### src/rtl/fetch_stage.sv
// fetch_stage: WISC instruction-fetch stage owning the PC and the IF/ID register.
// Define FETCH_PERF_CNT_EN to add the saturating fetch_cnt_o/stall_cnt_o counters.
module fetch_stage #(
  parameter int              PC_W     = 16,
  parameter logic [PC_W-1:0] RESET_PC = '0,
  parameter logic [PC_W-1:0] NOP_INST = 16'h0800
) (
  input  logic            clk,
  input  logic            rst,
  input  logic            stall_i,
  input  logic            redirect_i,
  input  logic [PC_W-1:0] redirect_pc_i,
  input  logic            halt_i,
  output logic [PC_W-1:0] imem_addr_o,
  input  logic [PC_W-1:0] imem_data_i,
  output logic [PC_W-1:0] ifid_inst_o,
  output logic [PC_W-1:0] ifid_pc_plus2_o,
  output logic            ifid_valid_o,
  output logic            halted_o,
`ifdef FETCH_PERF_CNT_EN
  output logic [15:0]     fetch_cnt_o,
  output logic [15:0]     stall_cnt_o,
`endif
  output logic            err_o
);
  typedef enum logic {RUN, HALTED} state_e;
  state_e state_q, state_d;
  logic [PC_W-1:0] pc_q, pc_d, inst_q, inst_d, pp2_q, pp2_d;
  logic valid_q, valid_d, err_q, err_d, load, stall_cyc;
  always_comb begin
    state_d = state_q;
    pc_d = pc_q;
    inst_d = inst_q;
    pp2_d = pp2_q;
    valid_d = valid_q;
    err_d = err_q;
    load = 1'b0;
    stall_cyc = 1'b0;
    if (state_q == RUN) begin
      if (halt_i) begin
        state_d = HALTED;
        valid_d = 1'b0;
        inst_d = NOP_INST;
      end else if (redirect_i) begin
        pc_d = {redirect_pc_i[PC_W-1:1], 1'b0};
        valid_d = 1'b0;
        inst_d = NOP_INST;
        err_d = err_q | redirect_pc_i[0];
      end else if (stall_i) begin
        stall_cyc = 1'b1;
      end else begin
        load = 1'b1;
        inst_d = imem_data_i;
        pp2_d = pc_q + PC_W'(2);
        valid_d = 1'b1;
        pc_d = pc_q + PC_W'(2);
      end
    end
  end
  always_ff @(posedge clk) begin
    if (rst) begin
      state_q <= RUN;
      pc_q <= RESET_PC;
      inst_q <= NOP_INST;
      pp2_q <= '0;
      valid_q <= 1'b0;
      err_q <= 1'b0;
    end else begin
      state_q <= state_d;
      pc_q <= pc_d;
      inst_q <= inst_d;
      pp2_q <= pp2_d;
      valid_q <= valid_d;
      err_q <= err_d;
    end
  end
`ifdef FETCH_PERF_CNT_EN
  logic [15:0] fcnt_q, scnt_q;
  always_ff @(posedge clk) begin
    if (rst) begin
      fcnt_q <= '0;
      scnt_q <= '0;
    end else begin
      fcnt_q <= (load && fcnt_q != 16'hFFFF) ? fcnt_q + 16'd1 : fcnt_q;
      scnt_q <= (stall_cyc && scnt_q != 16'hFFFF) ? scnt_q + 16'd1 : scnt_q;
    end
  end
  assign fetch_cnt_o = fcnt_q;
  assign stall_cnt_o = scnt_q;
`else
  logic unused_ok;
  assign unused_ok = load | stall_cyc;
`endif
  assign imem_addr_o = pc_q;
  assign ifid_inst_o = inst_q;
  assign ifid_pc_plus2_o = pp2_q;
  assign ifid_valid_o = valid_q;
  assign halted_o = (state_q == HALTED);
  assign err_o = err_q;
endmodule

### config.mk
export PLATFORM = sky130hd
export DESIGN_NAME = fetch_stage
export DESIGN_NICKNAME = d
export VERILOG_FILES = /design/src/rtl/fetch_stage.sv
export SDC_FILE = /design/constraint.sdc
export NUM_CORES = 1
export LEC_CHECK = 0
export ABC_CLOCK_PERIOD_IN_PS = 2710
export BUFFER_PORTS_ARGS = -buffer_cell sky130_fd_sc_hd__buf_2
export CAP_MARGIN = 5
export CORE_MARGIN = 2
export CORE_UTILIZATION = 24
export CTS_BUF_LIST = sky130_fd_sc_hd__clkbuf_8 sky130_fd_sc_hd__clkbuf_16
export CTS_CLUSTER_SIZE = 8
export DETAILED_ROUTE_END_ITERATION = 10
export HOLD_SLACK_MARGIN = 0.15
export PLACE_DENSITY = 0.5
export RECOVER_POWER = 100
export SYNTH_ARGS = -nofsm -noshare
export SYNTH_HDL_FRONTEND = slang
export SYNTH_SLANG_ARGS = --single-unit
### constraint.sdc
create_clock -name clk -period 2.71 [get_ports clk]
set_clock_uncertainty 0.2 [all_clocks]
set_input_delay 0.4065 -clock clk [delete_from_list [all_inputs] [get_ports clk]]
set_output_delay 0.4065 -clock clk [all_outputs]
set_load 0.01 [all_outputs]
# Word-level counts from Yosys, hierarchy flattened
# Index checks and enable logic that the tools add are counted.
# W data, S select, Z words.
[op_classes] n_eq_ne=2 multipliers=0 reduce_logical=4 bitwise_logic=5 muxes=10 shift=0 addsub=1 n_div=0 order_cmp=0
[op_table] op="$mux W16" n=5
[op_table] op="$add A16 B2 Y16 const B" n=1
[op_table] op="$reduce_and A3 Y1" n=2
[op_table] op="$mux W1" n=5
[op_table] op="$not A1 Y1" n=4
[op_table] op="$reduce_and A4 Y1" n=1
[op_table] op="$ne A3 B1 Y1 const B" n=1
[op_table] op="$ne A2 B1 Y1 const B" n=1
[op_table] op="$reduce_and A2 Y1" n=1
[op_table] op="$or A1 B1 Y1" n=1
[word_totals] latchBits=0 output_inout_bits=51 ram_bits=0 input_bits=37 memories=0 romBits=0 register_bits=51

# Depth between registers and ports, before layout
# Gate-level depths: netlist of the first run.
[depth] ltp_word=3 depth_mapped=6

# Least setup slack after synthesis of the first run
# No wires, ideal clock.
[synth_timing] path_kind="flip-flop to flip-flop" startpoint="reg state_q (netlist: halted_o)" endpoint="reg pc_q[12] (netlist: imem_addr_o[12])" path_stages_with_launch=7 path_buffers=2 setup_slack_ps=618 t_arrival_ps=1759 cell_sequence="dfxtp_1 buf_6 or4_1 buf_2 or4_1 o311ai_1 a311oi_1"
[synth_between] elab_chain_len=2
[synth_rtl] item="from (decl)" line_no="27" source="state_e state_q, state_d;"
[synth_rtl] item="from (signal assigned)" line_no="69" source="state_q <= state_d;"
[synth_rtl] item="$not A1 Y1 (no source line)"
[synth_rtl] item="$reduce_and A3 Y1 (no source line)"
[synth_rtl] item="to (signal assigned)" line_no="70" source="pc_q <= pc_d;"
[synth_rtl] item="to (decl)" line_no="28" source="logic [PC_W-1:0] pc_q, pc_d, inst_q, inst_d, pp2_q, pp2_d;"
# Every way passes these cells.
# A chain may end at the register's enable or synchronous reset.

# Worst setup path after layout of the first run
[layout_timing] startpoint="in redirect_i" endpoint="reg pp2_q[8] (netlist: ifid_pc_plus2_o[8])"
[layout_between] elab_chain_len=2
[layout_rtl] item="from (decl)" line_no="11" source="input logic redirect_i,"
[layout_rtl] item="$not A1 Y1 (no source line)"
[layout_rtl] item="$reduce_and A4 Y1 (no source line)"
[layout_rtl] item="to (signal assigned)" line_no="72" source="pp2_q <= pp2_d;"
[layout_rtl] item="to (decl)" line_no="28"
# Every way passes these cells.

==> results.yml, run 1 <==
route:
  vias: 2227
  drtAntennaViolNets: 0
  drt_iter0_drc: 90
  first_pass_iters: 4
  wl_per_cell_microns: 14.5
  drcViolationCount: 0
  vias_per_cell: 4.78
  routed_wl_microns: 6770
synth:
  syn_area_sq_um: 2270
  synth_area_leader_cell: "dfxtp_1"
  synth_top_area_share: 0.433
  ys_seq_elements: 49
  netlist_top_cells_area: "dfxtp_1 43%, nor2_1 6.6%, a22oi_1 5.0%, a21oi_1 4.4%, o21ai_0 4.0%"
  synth_cell_types: 42
  yosys_warnings: 0
  synth_common_cells: "49 x dfxtp_1, 40 x nor2_1, 22 x nand2_1"
  synth_most_common_cell: "dfxtp_1"
  ys.flop_type: "dfxtp_1"
  yosysSeqAreaShare: 0.433
  syn-instance-count: 265
  syn_area_per_cell_sq_um: 8.56
  synthArstFlopShare: 0
  synth_edf_count: 0
timing:
  finalSetupTns_ns: 0
  hold_viol_final: 0
  tightest_slew_ns: 0.635
  timing.final.max_slew_violations: 0
  finalWorstSetupSlack_ns: 0.473
  min_period_ns: 2.24
  setup_violations: 0
  slew_headroom: 0.577
  grt_setup_unrepaired: "false"
  fmax_mhz: 447
  timing.final.crit_share: 0.825
setup_path:
  start_kind: "input pin"
  reg2reg_slack_ns: 0.48
  cp_max_fo: 40
  cp.arrival_ns: 2.27
  r2r_cells: 5
  cp-end-kind: "flip-flop"
  critPathKind: "input pin to flip-flop"
  cp.required_ns: 2.75
global_route:
  grt_pass1_wl_microns: 10700
  grt_pass1_vias: 2069
  track_usage: 0.131
  grt_overflow_total: 0
  antenna_found_initial: 0
  grt_start_max_net_pins: 41
power_and_ir_drop:
  power.internal_mw: 1.03
  power_frac_clock: 0.311
  powerDensity_nw_per_um2: 500
  vdd.ir_drop.worst_mv: 0.162
  p_seq_frac: 0.549
  p_leak_nw: 1.04
  pwr-share-comb: 0.140
  p_sw_frac: 0.274
  power.switching_mw: 0.389
clock_network:
  clock-sinks: 49
  cts-root-buf: "clkbuf_8"
  cts_buffers: 5
  clkTransAtPathRegs_ns: 0.09
  clock_path_buffers: 2
  postCtsSetupRepairBufs: 0
  htree_levels: 2
  cts_tree: "built"
  clock_latency_ns: 0.30
final_layout:
  nNetsFinal: 393
  drive_gt1_frac: 0.141
  seqCellArea_sq_um: 981
  diodes: 0
  multiInputGateArea_sq_um: 1100
  area_growth_pct: 25.2
  nFillCells: 1031
floorplanning:
  die_h_microns: 101
  rows: 35
  initial_core_util: 0.247
  ios: 88
  fp.coreArea_sq_um: 9200
  chipWidth_microns: 101
  dieArea_sq_um: 10200
min_path:
  holdPathStages: 3
  hold_path.class: "input pin to flip-flop"
placed_design:
  globalplace.congestion: 0.771
  hpwl_microns: 4820
  io_buffer_count: 85
  pre_cts_ws_ns: 0.485
job:
  drv_cap: 0
run_status:
  status: "finished clean"
[placed cells by master (no fill, tap or decap), types with 4 or more instances in the layout]
cell           count
a21oi_1           20
a22oi_1           15
a31oi_1            9
a32o_1             5
buf_2             37
clkbuf_1          56
clkbuf_8           6
dfxtp_1           49
dlygate4sd3_1     10
inv_1              4
nand2_1           22
nand3_1            5
nor2_1            40
nor3_1             4
o21ai_0           18
xnor2_1            7
xor2_1             4
[final timing paths]
check / from / endpoint
max: redirect_i / ifid_pc_plus2_o[8]$_SDFFE_PP0P_
min: imem_data_i[12] / ifid_inst_o[12]$_SDFFE_PP0P_
max reg2reg: imem_addr_o[1]$_SDFFE_PP0P_ / imem_addr_o[15]$_SDFFE_PP0P_
min reg2reg: err_o$_SDFFE_PP0P_ / err_o$_SDFFE_PP0P_
[per-layer routing]
| metal | GRT usage | vias to the layer above | routed length (microns) |
|---|---|---|---|
| met5 | 0 | - | 0 |
| met4 | 0.0447 | 0 | 96 |
| met3 | 0.0380 | 8 | 437 |
| met2 | 0.204 | 71 | 2990 |
| met1 | 0.175 | 1022 | 3240 |
| li1 | - | 1126 | - |
[sequential cells by signal, summed over array words and instances, names as in the netlist]
name / cells
err_o: 1
halted_o: 1
ifid_inst_o: 16
ifid_pc_plus2_o: 15
ifid_valid_o: 1
imem_addr_o: 15
[worst max-delay path: stages]
cell,delay [ns]
clkbuf_1,0.08
buf_4,0.25
nor4_1,0.49
clkbuf_1,0.53
buf_4,0.28
o21ai_0,0.09
a21oi_1,0.13
[logic make-up (layout without fill, tap and decap cells)]
kind of cell / after synthesis / in the layout / share of synthesized area
simple gates: 91 / 91 / 0.192
flops: 49 / 49 / 0.433
other cells: 1 / 2 / 0.00165
buf+inv: 27 / 116 / 0.0795
mux: 2 / 2 / 0.00883
fa+ha+maj: 1 / 1 / 0.00552
compound gates: 83 / 83 / 0.237
xor+xnor: 11 / 11 / 0.0425
[power by group through the flow]
stage               registers, mW  logic, mW  clock network [mW]
floorplan                   0.801      0.115                   0
global placement            0.795      0.201                   0
detailed placement          0.796      0.203                   0
CTS                         0.779      0.214               0.454
global route                0.785      0.221               0.480
finish                      0.780      0.198               0.442
[final cells by class]
type                    instances  area share
well taps                     111      0.0489
clock buffers                   6      0.0291
repair buffers                106       0.183
multi-input cells             190       0.388
inverters                       3     0.00397
clock inverters                 1     0.00132
flip-flops and latches         49       0.346
[through the flow]
step           instances  area, sq um  hold slack (ns)   util  power [mW]
2_1_floorplan        266         2270            0.281      -       0.916
3_3_place_gp         449         2760            0.250  0.300       0.996
3_5_place_dp         449         2760            0.255  0.300       0.999
4_1_cts              466         2940            0.151  0.320        1.45
5_1_grt              466         2840            0.162  0.309        1.49
6_report             466         2840            0.154  0.309        1.42
[repair_timing]
action | CTS | global route
gates resized for setup | 0 | 0
hold buffers | 10 | 0
hold endpoints to repair | 10 | 0
No activity file was read; power rests on OpenSTA's default activity.
==> inputs of run 2 (changes only) <==
--- a/config.mk
+++ b/config.mk
@@ -5,7 +5,8 @@
 export SDC_FILE = /design/constraint.sdc
 export NUM_CORES = 1
 export LEC_CHECK = 0
-export ABC_CLOCK_PERIOD_IN_PS = 2710
+export ABC_AREA = 1
+export ABC_CLOCK_PERIOD_IN_PS = 2270
 export BUFFER_PORTS_ARGS = -buffer_cell sky130_fd_sc_hd__buf_2
 export CAP_MARGIN = 5
 export CORE_MARGIN = 2
==> constraint.sdc (replaced) <==
create_clock -name clk -period 2.27 [get_ports clk]
set_clock_uncertainty 0.2 [all_clocks]
set_input_delay 0.3405 -clock clk [delete_from_list [all_inputs] [get_ports clk]]
set_output_delay 0.3405 -clock clk [all_outputs]
set_load 0.01 [all_outputs]
==> results.yml, run 2 <==
placed_design:
  pre_cts_ws_ns: 0.429
  dpl_cell_area_sq_um: 2750
  hpwl_microns: 4810
  globalplace.congestion: 0.805
  io_buffer_count: 85
setup_path:
  reg2reg_slack_ns: 0.52
  worstPathCellList: "dlygate4sd3_1 > clkbuf_1 > nor2_1 > o21ai_4 > inv_2 > o21ai_0 > a31oi_1"
  critPathMaxStageDelay_ns: 0.53
  cp-end-kind: "flip-flop"
  critPathKind: "input pin to flip-flop"
  cp.arrival_ns: 2.02
  worstReg2RegStart: "imem_addr_o[2]$_SDFFE_PP0P_"
  slowest_stage: "dlygate4sd3_1"
  cp_max_fo: 16
  r2r_cells: 6
  start_kind: "input pin"
  cp.required_ns: 2.30
  reg2reg_to: "imem_addr_o[7]$_SDFFE_PP0P_"
power_and_ir_drop:
  vdd.ir_drop.worst_mv: 0.233
  powerDensity_nw_per_um2: 574
  p_leak_nw: 1.27
min_path:
  holdPathStages: 5
  hold_path.class: "input pin to flip-flop"
  worstHoldStart: "redirect_pc_i[1]"
  hold_path_end: "imem_addr_o[1]$_SDFFE_PP0P_"
final_layout:
  largest_reg_flops: 16
  design_area_sq_um: 3090
  drive_gt1_frac: 0.151
  final_common_cell: "nand2_1"
  diodes: 0
  area_growth_pct: 36.4
  nNetsFinal: 460
  final_cell_mix: "74 x nand2_1, 50 x clkbuf_1, 49 x dfxtp_1, 44 x a21oi_1"
synth:
  ys.flop_type: "dfxtp_1"
  synth_cell_types: 30
  ys_seq_elements: 49
  netlist_top_cells_area: "dfxtp_1 43%, nand2_1 12%, a21oi_1 9.7%, o21ai_0 6.0%, nor2_1 5.6%"
  yosys_warnings: 0
  syn_area_sq_um: 2260
  yosysSeqAreaShare: 0.434
  synth_common_cells: "73 x nand2_1, 49 x dfxtp_1, 44 x a21oi_1"
  synth_edf_count: 0
  syn_area_per_cell_sq_um: 7.27
  synthArstFlopShare: 0
  synth_most_common_cell: "nand2_1"
  synth_top_area_share: 0.434
  syn-instance-count: 311
  synth_area_leader_cell: "dfxtp_1"
floorplanning:
  chipWidth_microns: 101
  die_h_microns: 101
  initial_core_util: 0.246
  ios: 88
  dieArea_sq_um: 10200
  fp.coreArea_sq_um: 9200
  rows: 35
timing:
  timing.final.max_slew_violations: 0
  fmax_mhz: 504
  finalWorstSetupSlack_ns: 0.286
  timing.final.crit_share: 0.874
  finalSetupTns_ns: 0
  fin_hold_ws_ns: 0.252
  hold_viol_final: 0
  grt_setup_unrepaired: "false"
  min_period_ns: 1.98
  tightest_slew_ns: 0.598
  slew_headroom: 0.601
  setup_violations: 0
route:
  first_pass_iters: 5
  drtAntennaViolNets: 0
  routed_wl_microns: 6790
  vias: 2327
  vias_per_cell: 4.36
  drcViolationCount: 0
  drt_iter0_drc: 127
  wl_per_cell_microns: 12.7
job:
  drv_cap: 0
global_route:
  grt_pass1_vias: 2136
  grt_overflow_total: 0
  antenna_found_initial: 0
  grt_start_max_net_pins: 30
  track_usage: 0.129
  grt_pass1_wl_microns: 10300
run_status:
  status: "finished clean"
clock_network:
  htree_levels: 2
  cts_tree: "built"
  clkTransAtPathRegs_ns: 0.08
  cts_buffers: 5
  cts-root-buf: "clkbuf_8"
  clock_path_buffers: 2
  clock-sinks: 49
  clock_latency_ns: 0.31
## run 2: cell count changes in the layout (fill, tap and decap cells not counted), moves of 5 or more
| cell | before | now |
|---|---|---|
| clkbuf_1 | 56 | 50 |
| xnor2_1 | 7 | 2 |
| dlygate4sd3_1 | 10 | 32 |
| a21oi_1 | 20 | 44 |
| o21ai_0 | 18 | 30 |
| nor2_2 | 0 | 6 |
| a31oi_1 | 9 | 2 |
| nand2_1 | 22 | 74 |
| a22oi_1 | 15 | 0 |
| a32o_1 | 5 | 0 |
| inv_1 | 4 | 20 |
## run 2: metrics by stage
step,instances,util,power (mW)
2_1_floorplan,312,-,1.12
6_report,534,0.336,1.77
3_5_place_dp,494,0.299,1.22
4_1_cts,534,0.344,1.82
5_1_grt,534,0.336,1.88
3_3_place_gp,494,0.299,1.22
## run 2: worst max-delay path: cells and delay by family
kind,cells,cell delay (ns)
AND/OR/NAND/NOR,1,0.28
buffers and inverters,3,0.90
AO/OA/AOI/OAI,3,0.48
## run 2: power by group
| part | switching, mW | internal (mW) | total, mW |
|---|---|---|---|
| sequential | 0.0414 | 0.900 | 0.941 |
| combinational | 0.166 | 0.124 | 0.291 |
| clock | 0.317 | 0.223 | 0.540 |
## run 2: how the worst max path moves through the flow
stage	start	endpoint	slack [ns]	depth (start not counted)
after floorplan	imem_addr_o[1]$_SDFFE_PP0P_	ifid_pc_plus2_o[9]$_SDFFE_PP0P_	0.68	7
after global placement	redirect_i	imem_addr_o[2]$_SDFFE_PP0P_	0.44	5
after detailed placement	redirect_i	imem_addr_o[6]$_SDFFE_PP0P_	0.43	5
after CTS	halt_i	imem_addr_o[2]$_SDFFE_PP0P_	0.41	7
after global routing	halt_i	ifid_pc_plus2_o[8]$_SDFFE_PP0P_	0.13	8
final	halt_i	imem_addr_o[2]$_SDFFE_PP0P_	0.29	7
## run 2: cell type report
type                       count  area [sq um]
clock buffer                   5          68.8
clock inverter                 3          25.0
timing repair buffer         120           716
multi-input combinational    222          1060
sequential                    49           981
tap                          111           139
inverter                      24          92.6
fill                        1028          6110
## run 2: cell families after synthesis
| group | after synthesis | share of synthesized area |
|---|---|---|
| adder cells (fa/ha/maj) | 1 | 0.00553 |
| AND/OR/NAND/NOR | 132 | 0.250 |
| buffers and inverters | 41 | 0.0924 |
| other | 1 | 0.00166 |
| flip-flops | 49 | 0.434 |
| AO/OA/AOI/OAI | 80 | 0.186 |
| XOR/XNOR | 7 | 0.0304 |
## run 2: routing by layer
layer,routed length [microns],up-vias,GRT usage
li1,-,1227,-
met2,3010,63,0.211
met5,0,-,0
met1,3370,1032,0.173
met3,349,5,0.0257
met4,64,0,0.0374
## run 2: what timing repair did
action,4_1_cts,5_1_grt
resized for setup,0,0
hold buffers,32,0
endpoints found under the hold margin,32,0
buffers inserted,0,0
==> inputs of run 3 (changes only) <==
--- a/config.mk
+++ b/config.mk
@@ -9,6 +9,7 @@
 export ABC_CLOCK_PERIOD_IN_PS = 2270
 export BUFFER_PORTS_ARGS = -buffer_cell sky130_fd_sc_hd__buf_2
 export CAP_MARGIN = 5
+export CORE_ASPECT_RATIO = 1.4
 export CORE_MARGIN = 2
 export CORE_UTILIZATION = 24
 export CTS_BUF_LIST = sky130_fd_sc_hd__clkbuf_8 sky130_fd_sc_hd__clkbuf_16
==> results.yml, run 3 (synthesis results as in run 2) <==
setup_path:
  worstReg2RegStart: "imem_addr_o[1]$_SDFFE_PP0P_"
  cp.required_ns: 2.29
  critPathKind: "input pin to flip-flop"
  r2r_cells: 8
  cp-end-kind: "flip-flop"
  cp_max_fo: 16
  reg2reg_slack_ns: 0.51
  cp.arrival_ns: 1.98
  reg2reg_to: "ifid_pc_plus2_o[15]$_SDFFE_PP0P_"
  start_kind: "input pin"
min_path:
  hold_path.class: "input pin to flip-flop"
  holdPathStages: 3
  worstHoldStart: "redirect_pc_i[14]"
  hold_path_end: "imem_addr_o[14]$_SDFFE_PP0P_"
power_and_ir_drop:
  p_leak_nw: 1.29
  p_sw_frac: 0.265
  pwr-share-comb: 0.145
  powerDensity_nw_per_um2: 624
  power.internal_mw: 1.42
  power.switching_mw: 0.513
  vdd.ir_drop.worst_mv: 0.251
  power_frac_clock: 0.367
  p_seq_frac: 0.488
placed_design:
  pre_cts_ws_ns: 0.428
  hpwl_microns: 4910
  globalplace.congestion: 0.801
  dpl_cell_area_sq_um: 2750
  io_buffer_count: 85
global_route:
  use_met2: 0.235
  grt_pass1_vias: 2200
  grt-busiest-layer: "met2"
  grt_start_max_net_pins: 28
  use_met1: 0.149
  grt_overflow_total: 0
  track_usage: 0.129
  grt_pass1_wl_microns: 10500
  antenna_found_initial: 0
  grt_use_met3: 0.0243
floorplanning:
  chipWidth_microns: 86.1
  fp.coreArea_sq_um: 9080
  initial_core_util: 0.249
  dieArea_sq_um: 10200
  die_h_microns: 119
  ios: 88
  rows: 41
timing:
  slew_headroom: 0.589
  finalWorstSetupSlack_ns: 0.308
  finalSetupTns_ns: 0
  grt_setup_unrepaired: "false"
  timing.final.max_slew_violations: 0
  hold_viol_final: 0
  setup_violations: 0
  min_period_ns: 1.96
  tightest_slew_ns: 0.616
  timing.final.crit_share: 0.864
  fmax_mhz: 510
route:
  drt_iter0_drc: 75
  vias_per_cell: 4.38
  wl_per_cell_microns: 12.6
  drtAntennaViolNets: 0
  vias: 2312
  routed_wl_microns: 6640
  first_pass_iters: 4
  drcViolationCount: 0
final_layout:
  drive_gt1_frac: 0.147
  area_growth_pct: 36.9
  final_common_cell: "nand2_1"
  design_area_sq_um: 3100
  diodes: 0
  final_cell_mix: "74 x nand2_1, 49 x dfxtp_1, 49 x clkbuf_1, 44 x a21oi_1, 36 x buf_2"
  largest_reg_flops: 16
  nNetsFinal: 458
clock_network:
  cts_tree: "built"
  postCtsSetupRepairBufs: 0
  htree_levels: 2
  clock-sinks: 49
  cts-root-buf: "clkbuf_16"
  clock_latency_ns: 0.29
  clock_path_buffers: 2
  clkTransAtPathRegs_ns: 0.06
  cts_resized: 0
  cts_buffers: 5
run_status:
  status: "finished clean"
job:
  drv_cap: 0
==> run 3: changes by cell type in the layout (fill, tap and decap cells not counted), moves of 2 or more <==
cell	delta
clkbuf_16	+5
clkbuf_8	-5
dlygate4sd3_1	-3
inv_1	+4
o21ai_0	+2
==> run 3: power by group through the flow <==
stage               Sequential (mW)  Combinational [mW]  Clock, mW
finish                        0.943               0.281      0.708
global route                  0.950               0.319      0.761
CTS                           0.942               0.302      0.736
detailed placement            0.962               0.262          0
global placement              0.961               0.261          0
floorplan                     0.972               0.144          0
==> run 3: layout make-up <==
type                            count  area (sq um)
Fill cell                         992          5980
Multi-Input combinational cell    222          1060
Sequential cell                    49           981
Timing Repair Buffer              118           694
Tap cell                          107           134
Clock buffer                        5           125
Inverter                           24          92.6
Clock inverter                      3          11.3
==> run 3: worst max-delay path, stage by stage <==
cell,delay [ns]
dlygate4sd3_1,0.53
buf_2,0.12
nor2_1,0.16
o21ai_0,0.17
inv_1,0.36
o21ai_0,0.13
a31oi_1,0.17
==> run 3: routing by layer <==
| layer | vias up | routed length, microns |
|---|---|---|
| met4 | 0 | 110 |
| met2 | 51 | 3410 |
| met1 | 1034 | 2880 |
| li1 | 1219 | - |
| met5 | - | 0 |
| met3 | 8 | 240 |
==> run 3: worst max-delay path by stage <==
stage                     slack, ns                         from  cells after the start                         endpoint
after global placement         0.48                   redirect_i                      7  ifid_pc_plus2_o[7]$_SDFFE_PP0P_
after floorplan                0.68  imem_addr_o[1]$_SDFFE_PP0P_                      7  ifid_pc_plus2_o[9]$_SDFFE_PP0P_
after global routing           0.09                       halt_i                      7     imem_addr_o[12]$_SDFFE_PP0P_
after CTS                      0.32                       halt_i                      8  ifid_pc_plus2_o[9]$_SDFFE_PP0P_
final                          0.31                       halt_i                      7      imem_addr_o[2]$_SDFFE_PP0P_
after detailed placement       0.43                   redirect_i                      7  ifid_pc_plus2_o[9]$_SDFFE_PP0P_
==> run 3: through the flow <==
step / util / cells / total power [mW] / hold slack [ns]
after global routing: 0.341 / 528 / 2.03 / 0.173
final: 0.341 / 528 / 1.93 / 0.154
after global placement: 0.303 / 491 / 1.22 / 0.247
after detailed placement: 0.303 / 491 / 1.22 / 0.250
after floorplan: - / 312 / 1.12 / 0.268
after CTS: 0.350 / 528 / 1.98 / 0.152
==> run 3: timing repair <==
action / CTS / global route
hold buffers: 29 / 0
setup endpoints to repair: 0 / 0
hold endpoints to repair: 29 / 0
